`src/rtl/time_set_entry_pkg.sv`:
```
// Shared definitions for the keypad time-setting data path.
package time_set_entry_pkg;

    typedef enum logic [1:0] {
        S_IDLE  = 2'd0,
        S_ENTRY = 2'd1,
        S_CHECK = 2'd2,
        S_LOAD  = 2'd3
    } state_t;

    localparam int DIGIT_W      = 4;
    localparam int BIN_W        = 7;

    localparam int HOUR_MAX_DEF = 23;
    localparam int MIN_MAX_DEF  = 59;
    localparam int SEC_MAX_DEF  = 59;

    localparam int HOUR_W       = 5;
    localparam int MIN_W        = 6;
    localparam int SEC_W        = 6;

endpackage

```
`src/rtl/time_set_entry_bcd2_field.sv`:
```
// Two-digit BCD entry buffer with binary conversion and upper-bound compare.
module bcd2_field
    import time_set_entry_pkg::*;
#(
    parameter int MAX = 59
) (
    input  logic               clock,
    input  logic               reset,
    input  logic               clear,
    input  logic               shift,
    input  logic [DIGIT_W-1:0] digit,
    output logic [BIN_W-1:0]   bin,
    output logic               in_range
);

    localparam logic [BIN_W-1:0] MAX_V = BIN_W'(MAX);

    logic [DIGIT_W-1:0] tens;
    logic [DIGIT_W-1:0] ones;

    // Shift a new digit in; a simultaneous clear drops the old ones digit instead of moving it up.
    always_ff @(posedge clock or posedge reset) begin
        if (reset) begin
            tens <= '0;
            ones <= '0;
        end else if (shift) begin
            tens <= clear ? '0 : ones;
            ones <= digit;
        end else if (clear) begin
            tens <= '0;
            ones <= '0;
        end
    end

    assign bin      = {3'b000, tens} * 7'd10 + {3'b000, ones};
    assign in_range = (bin <= MAX_V);

endmodule

```
`src/rtl/time_set_entry.sv`:
```
// Keypad time entry: captures BCD digits per field, range-checks on commit and
// presents the validated time to the timekeeper over a valid/ready handshake.
module time_set_entry
    import time_set_entry_pkg::*;
#(
    parameter int HOUR_MAX = HOUR_MAX_DEF,
    parameter int MIN_MAX  = MIN_MAX_DEF,
    parameter int SEC_MAX  = SEC_MAX_DEF
) (
    input  logic               clock,
    input  logic               reset,
    input  logic               hour_en,
    input  logic               min_en,
    input  logic               sec_en,
    input  logic               completeSetting,
    input  logic               key_valid,
    input  logic [DIGIT_W-1:0] key_digit,
    input  logic               load_ready,
    output logic               load_valid,
    output logic [HOUR_W-1:0]  set_hour,
    output logic [MIN_W-1:0]   set_min,
    output logic [SEC_W-1:0]   set_sec,
    output logic               field_error,
    output logic               busy
);

    state_t state;

    logic hour_prev, min_prev, sec_prev, commit_prev;
    logic hour_rise, min_rise, sec_rise, commit_rise;
    logic one_en, key_ok;
    logic [BIN_W-1:0] hour_bin, min_bin, sec_bin;
    logic hour_ok, min_ok, sec_ok;
    logic unused_hi;

    assign hour_rise   = hour_en & ~hour_prev;
    assign min_rise    = min_en & ~min_prev;
    assign sec_rise    = sec_en & ~sec_prev;
    assign commit_rise = completeSetting & ~commit_prev;

    // A key is only routed when exactly one field is selected and we are not mid-commit.
    assign one_en = ({1'b0, hour_en} + {1'b0, min_en} + {1'b0, sec_en}) == 2'd1;
    assign key_ok = key_valid && (key_digit <= 4'd9) && one_en &&
                    (state == S_IDLE || state == S_ENTRY);

    assign busy = (state != S_IDLE);

    // Upper conversion bits never reach set_* (range check already bounds them).
    assign unused_hi = ^{hour_bin[BIN_W-1:HOUR_W], min_bin[BIN_W-1:MIN_W], sec_bin[BIN_W-1:SEC_W]};

    bcd2_field #(.MAX(HOUR_MAX)) u_hour (
        .clock    (clock),
        .reset    (reset),
        .clear    (hour_rise),
        .shift    (key_ok & hour_en),
        .digit    (key_digit),
        .bin      (hour_bin),
        .in_range (hour_ok)
    );

    bcd2_field #(.MAX(MIN_MAX)) u_min (
        .clock    (clock),
        .reset    (reset),
        .clear    (min_rise),
        .shift    (key_ok & min_en),
        .digit    (key_digit),
        .bin      (min_bin),
        .in_range (min_ok)
    );

    bcd2_field #(.MAX(SEC_MAX)) u_sec (
        .clock    (clock),
        .reset    (reset),
        .clear    (sec_rise),
        .shift    (key_ok & sec_en),
        .digit    (key_digit),
        .bin      (sec_bin),
        .in_range (sec_ok)
    );

    // Previous-cycle copies of the level inputs for rising-edge detection.
    always_ff @(posedge clock or posedge reset) begin
        if (reset) begin
            hour_prev   <= 1'b0;
            min_prev    <= 1'b0;
            sec_prev    <= 1'b0;
            commit_prev <= 1'b0;
        end else begin
            hour_prev   <= hour_en;
            min_prev    <= min_en;
            sec_prev    <= sec_en;
            commit_prev <= completeSetting;
        end
    end

    // Commit FSM with registered handshake, error pulse and latched output time.
    always_ff @(posedge clock or posedge reset) begin
        if (reset) begin
            state       <= S_IDLE;
            load_valid  <= 1'b0;
            field_error <= 1'b0;
            set_hour    <= '0;
            set_min     <= '0;
            set_sec     <= '0;
        end else begin
            field_error <= 1'b0;
            case (state)
                S_IDLE: begin
                    if (commit_rise)
                        state <= S_CHECK;
                    else if (hour_en || min_en || sec_en)
                        state <= S_ENTRY;
                end
                S_ENTRY: begin
                    if (commit_rise)
                        state <= S_CHECK;
                end
                S_CHECK: begin
                    if (hour_ok && min_ok && sec_ok) begin
                        set_hour   <= hour_bin[HOUR_W-1:0];
                        set_min    <= min_bin[MIN_W-1:0];
                        set_sec    <= sec_bin[SEC_W-1:0];
                        load_valid <= 1'b1;
                        state      <= S_LOAD;
                    end else begin
                        field_error <= 1'b1;
                        state       <= S_IDLE;
                    end
                end
                S_LOAD: begin
                    if (load_ready) begin
                        load_valid <= 1'b0;
                        state      <= S_IDLE;
                    end
                end
                default: state <= S_IDLE;
            endcase
        end
    end

endmodule

```
`config.mk`:
```
export PLATFORM = sky130hd
export DESIGN_NAME = time_set_entry
export DESIGN_NICKNAME = d
export VERILOG_FILES = /design/src/rtl/time_set_entry_pkg.sv /design/src/rtl/time_set_entry_bcd2_field.sv /design/src/rtl/time_set_entry.sv
export SDC_FILE = /design/constraint.sdc
export NUM_CORES = 1
export LEC_CHECK = 0
export BUFFER_PORTS_ARGS = -buffer_cell sky130_fd_sc_hd__buf_2
export CAP_MARGIN = 40
export CORE_ASPECT_RATIO = 1.25
export CORE_UTILIZATION = 25
export CTS_CLUSTER_DIAMETER = 80
export CTS_CLUSTER_SIZE = 10
export DETAILED_ROUTE_END_ITERATION = 8
export PLACE_DENSITY = 0.47
export SLEW_MARGIN = 20
export SYNTH_ARGS = -nofsm -noshare
export SYNTH_HDL_FRONTEND = slang
export SYNTH_SLANG_ARGS = --single-unit
```
`constraint.sdc`:
```
create_clock -name clock -period 5.4 [get_ports clock]
set_input_delay 0.81 -clock clock [delete_from_list [all_inputs] [get_ports clock]]
set_output_delay 0.81 -clock clock [all_outputs]
set_load 0.005 [all_outputs]
```
Word level (Yosys, flattened, before mapping):

Index checks and enable logic that the tools add are counted.
W data, S select, Z words.

* divide/modulo/power cells: 0
* order comparisons: 4
* shift-type cells: 0
* $add $sub $neg: 5
* multiply operators: 3
* reductions and logical operators: 17
* eq/ne operators: 8
* mux-type cells: 23
* bitwise operators: 11

Operators with widths (number)
* $mux W4: 12
* $add A7 B4 Y7: 3
* $mul A4 B3 Y6 const B: 3
* $le A7 B6 Y1 const B: 2
* $mux W2: 5
* $reduce_bool A2 Y1: 5
* $pmux W2 S4: 1
* $and A1 B1 Y1: 7
* $le A7 B5 Y1 const B: 1
* $ne A2 B2 Y1 const B: 3
* $reduce_and A3 Y1: 2
* $logic_and A1 B1 Y1: 5
* $eq A2 B1 Y1 const B: 2
* $eq A2 B2 Y1 const B: 2
* $le A4 B4 Y1 const B: 1
* $mux W1: 4
* $not A1 Y1: 4
* $logic_or A1 B1 Y1: 3
* $ne A3 B2 Y1 const B: 1
* $add A1 B1 Y2: 1
* $add A2 B1 Y2: 1
* $logic_not A2 Y1: 1
* $pmux W1 S2: 1
* $reduce_and A2 Y1: 1

* logic and storage cells: 87
* memories kept: 0
* bits of input ports: 12
* bits in latches: 0
* bits in writable memories: 0
* register bits: 49
* ROM bits: 0
* output and inout bits: 20

Longest topological paths before layout:

* word-level depth: 7
* depth in mapped cells: 11
* depth with buffers taken out: 10

By module:

From an unflattened synthesis, not the netlist that was laid out.

* cell total of the unflattened synthesis: 246
* area total of the unflattened synthesis: 2832.7 um^2

Modules (own cells, without submodules)
* bcd2_field (u_min ...): sequential area each 200.2 um^2, area an instance 566.8 um^2, instances 2, cells each 55
* time_set_entry: sequential area each 625.6 um^2, area an instance 1088.5 um^2, instances 1, cells each 74
* bcd2_field (u_hour): sequential area each 200.2 um^2, area an instance 610.6 um^2, instances 1, cells each 62

Worst setup path before layout:

Ideal clock, no wire load.

* path kind: reg-to-reg
* from: reg u_hour.tens[1]
* to: reg set_hour[0]
* cell stages (with the launch flop): 11
* clock period less this slack: 2.891 ns
* library setup time: 0.125 ns
* data required time: 5.275 ns
* setup slack: 2.509 ns
* path buffers: 1
* data arrival time: 2.766 ns
* cell sequence: dfrtp_1 -> ha_1 -> ha_1 -> inv_1 -> fa_1 -> nor4b_4 -> xnor2_1 -> nor4_2 -> and4_4 -> buf_12 -> mux2_4

* word-level cells in the longest chain between the ends: 6

RTL lines
* from (decl): line time_set_entry_bcd2_field.sv:18 `logic [DIGIT_W-1:0] tens;`
* from (signal assigned): line time_set_entry_bcd2_field.sv:27 `tens <= clear ? '0 : ones;`
* $mul A4 B3 Y6: line time_set_entry_bcd2_field.sv:35 `assign bin = {3'b000, tens} * 7'd10 + {3'b000, ones};`
* $add A7 B4 Y7: line time_set_entry_bcd2_field.sv:35
* $le A7 B5 Y1: line time_set_entry_bcd2_field.sv:36 `assign in_range = (bin <= MAX_V);`
* $logic_and A1 B1 Y1 (2 in a row): line time_set_entry.sv:119 `if (hour_ok && min_ok && sec_ok) begin`
* $reduce_and A2 Y1 (no source line)
* to (signal assigned): line time_set_entry.sv:120 `set_hour <= hour_bin[HOUR_W-1:0];`
* to (decl): line time_set_entry.sv:20 `output logic [HOUR_W-1:0] set_hour,`

Every way passes these cells.
A chain may end at the register's enable or synchronous reset.

Worst setup path in the final report:

* from: reg u_sec.tens[1]
* to: reg set_hour[3]

* word-level cells in the longest chain between the ends: 5

RTL lines (line)
* from (decl): time_set_entry_bcd2_field.sv:18
* from (signal assigned): time_set_entry_bcd2_field.sv:27
* $mul A4 B3 Y6: time_set_entry_bcd2_field.sv:35
* $add A7 B4 Y7: time_set_entry_bcd2_field.sv:35
* $le A7 B6 Y1: time_set_entry_bcd2_field.sv:36
* $logic_and A1 B1 Y1: time_set_entry.sv:119
* $reduce_and A2 Y1 (no source line)

Every way passes these cells.

==> summary.txt <==
clk buf depth - 2
Clk network pwr share - 0.312
Final period util - 0.612
number of DRC markers in iteration 0 - 68
worst skew pair latency - 0.29 ns
die area - 11,500 um^2
most frequent cell after synthesis - dfrtp_1
min Tclk post-route - 3.30 ns
WL per Instance - 13.5 um
top_reg_cell synth - dfrtp_1
clock root cell - clkbuf_16
CTS Hold Buffers Added - 0
# diodes - 0
HP Class - register to register
TritonCTS clock tree - done
H-Tree Depth - 2
Clock Sinks - 49
Critical Path RT - 5.57 ns
Syn Nets - 282
crit-path max FO - 21
FF+latch area - 1230 um^2
XOR/XNOR Fraction of Synth Area - 0.0473
Power Dens Cells - 306 nW/um^2
Peak VDD IR - 136 uV
Multi-input gate area - 1410 um^2
post-synthesis sequential area ratio - 0.441
dominant cell type by area after synthesis - dfrtp_1
crit path cell chain - ha_1 > ha_1 > inv_1 > fa_1 > nand3_1 > a211oi_1 > maj3_1 > o21ai_0 > and4_4 > mux2_2
Lkg Pwr - 1.68 nW
synth cell count leaders - dfrtp_1, inv_1, ha_1, nor2_1, nand3_1
Compound-Gate Fraction of Synth Area - 0.0756
Setup crit start kind - register
drc violations - 0
Setup CP Type - register to register
Yosys top cell area share - 0.441
total track usage - 0.107
post-synthesis mux area share - 0.126
postcts setup bufs - 0
fill count - 1,124
syn_area_per_cell - 11.4 um^2
Distinct cells, synth - 37
Synth Area in Simple Gates - 0.117
number of synthesized flops with an enable pin - 0
Net Sw Frac - 0.280
Fmax - 0.303 GHz
Synth area leaders - dfrtp_1, ha_1, mux2_4
Via Count - 1,809
crit end category - register
largest family of logic cells by synthesized area - adder cells
asr flop ratio synth - 1.00
pin count of the biggest net entering global routing - 34
Initial Utilization - 0.259
TritonRoute pass-1 iters - 4
vias in the first global route - 1,799
sequential power share - 0.465
total congestion overflow - 0
first-pass GRT wire length - 9.23 mm
share of post-route cells with drive strength above 1 - 0.219
Critical Path Most Common Cell - ha_1
Final Core Density - 0.299
CTS resizes - 0
Die Ht - 120 um
Clock Skews - 0.00473 ns
CP max stage delay - 0.55 ns
setup total negative slack - 0 ns
YS warnings - 0
Least-Margin Pin Slew - 0.525 ns
P&R area growth vs syn - 15.2%
Gate power share - 0.223
number of port buffers - 31
final slew viol count - 0
nets - 315
Slowest-stage cell, CP - and4_4
TritonCTS Buffers - 5
area share of fa/ha/maj cells after synthesis - 0.140
Post-DP HPWL - 4.29 mm
die span in x - 96.3 um
initial antenna violation count - 0
WP buf/inv - 1
final setup violating endpoints - 0
synthesized area - 2780 um^2
outcome - finished clean
WP data arrival - 3.48 ns
row cnt - 42
unrepaired setup endpoints after global routing - false
antenna-violating nets left - 0
IO Pins - 32
largest delay contributor family on the critical path - adder cells
Reg clk slew, reported paths - 0.07 ns
Worst slew margin - 0.645
Total Routed Length - 5.55 mm
cells after synthesis - 244
Final Hold Fails - 0
switching pwr - 0.275 mW
routability cong. - 0.742
Vias/cell - 4.41
synthesized flop and latch total - 49
core area - 10,700 um^2
Max Cap Viol - 0
P_int - 0.705 mW
==> cells in the final DEF (no fill, tap or decap), drive strengths merged, types with 6 or more instances in the layout <==
| cell | n |
|---|---|
| buf | 32 |
| clkbuf | 6 |
| dfrtp | 49 |
| fa | 7 |
| ha | 19 |
| inv | 24 |
| mux2 | 15 |
| mux2i | 13 |
| nand2 | 8 |
| nand3 | 17 |
| nor2 | 19 |
| o21ai | 15 |
| xor2 | 11 |
==> sequential cells by signal, summed over array words and instances, names as in the netlist <==
signal,count
hour_prev,1
u_hour.tens,4
set_hour,5
set_sec,6
u_sec.tens,4
u_min.tens,4
u_sec.ones,4
min_prev,1
u_min.ones,4
set_min,6
commit_prev,1
state,2
u_hour.ones,4
sec_prev,1
field_error,1
load_valid,1
==> stage by stage <==
step / instances / hold WS [ns] / power [mW] / setup WS (ns) / instance area (um^2)
finish: 410 / 0.478 / 0.980 / 2.10 / 3200
global route: 410 / 0.514 / 1.04 / 1.98 / 3200
CTS: 410 / 0.484 / 1.00 / 2.07 / 3200
detailed placement: 402 / 0.469 / 0.689 / 2.09 / 3060
global placement: 401 / 0.466 / 0.683 / 2.15 / 3040
floorplan: 244 / 0.473 / 0.628 / 2.51 / 2780
==> worst reg2reg max path, stage by stage, from the launching register on <==
cell      delay (ns)
dfrtp_1         0.41
ha_1            0.31
ha_1            0.19
inv_1           0.06
fa_1            0.48
nand3_1         0.12
a211oi_1        0.07
maj3_1          0.35
o21ai_0         0.27
and4_4          0.55
mux2_2          0.38
==> cell families after synthesis <==
group,Yosys count
simple gates,61
flops,49
compound gates,34
buf+inv,30
mux,28
fa+ha+maj,27
xor+xnor,15
==> area by class of cell <==
type                    instances  area share
inverters                      24      0.0281
clock buffers                   6      0.0402
well taps                     132      0.0516
repair buffers                 32      0.0547
flip-flops and latches         49       0.383
clock inverters                 2     0.00313
multi-input cells             165       0.439
==> per-layer routing <==
metal | track usage | vias up | routed length, um
met4 | 0.0358 | 0 | 87
met2 | 0.173 | 24 | 2700
met1 | 0.139 | 876 | 2560
met3 | 0.0234 | 6 | 201
li1 | - | 903 | -
met5 | 0 | - | 0
==> final timing paths <==
path / from / endpoint / slack (ns) / depth (start not counted)
worst max-delay path: u_sec.tens[1] / set_hour[3] / 2.10 / 10
worst max register to register: u_sec.tens[1] / set_hour[3] / 2.10 / 10
min in group asynchronous: reset / field_error / 0.51 / 2
max in group asynchronous: reset / u_min.tens[2] / 4.37 / 3
worst min-delay path: load_valid / load_valid / 0.48 / 1
worst min register to register: load_valid / load_valid / 0.48 / 1
==> power by group through the flow <==
| stage | combinational (mW) | clock, mW | sequential (mW) |
|---|---|---|---|
| 6_report | 0.219 | 0.306 | 0.456 |
| 5_1_grt | 0.245 | 0.337 | 0.463 |
| 4_1_cts | 0.226 | 0.319 | 0.457 |
| 3_5_place_dp | 0.224 | 0 | 0.464 |
| 3_3_place_gp | 0.219 | 0 | 0.465 |
| 2_1_floorplan | 0.169 | 0 | 0.459 |
No activity file was read; power rests on OpenSTA's default activity.
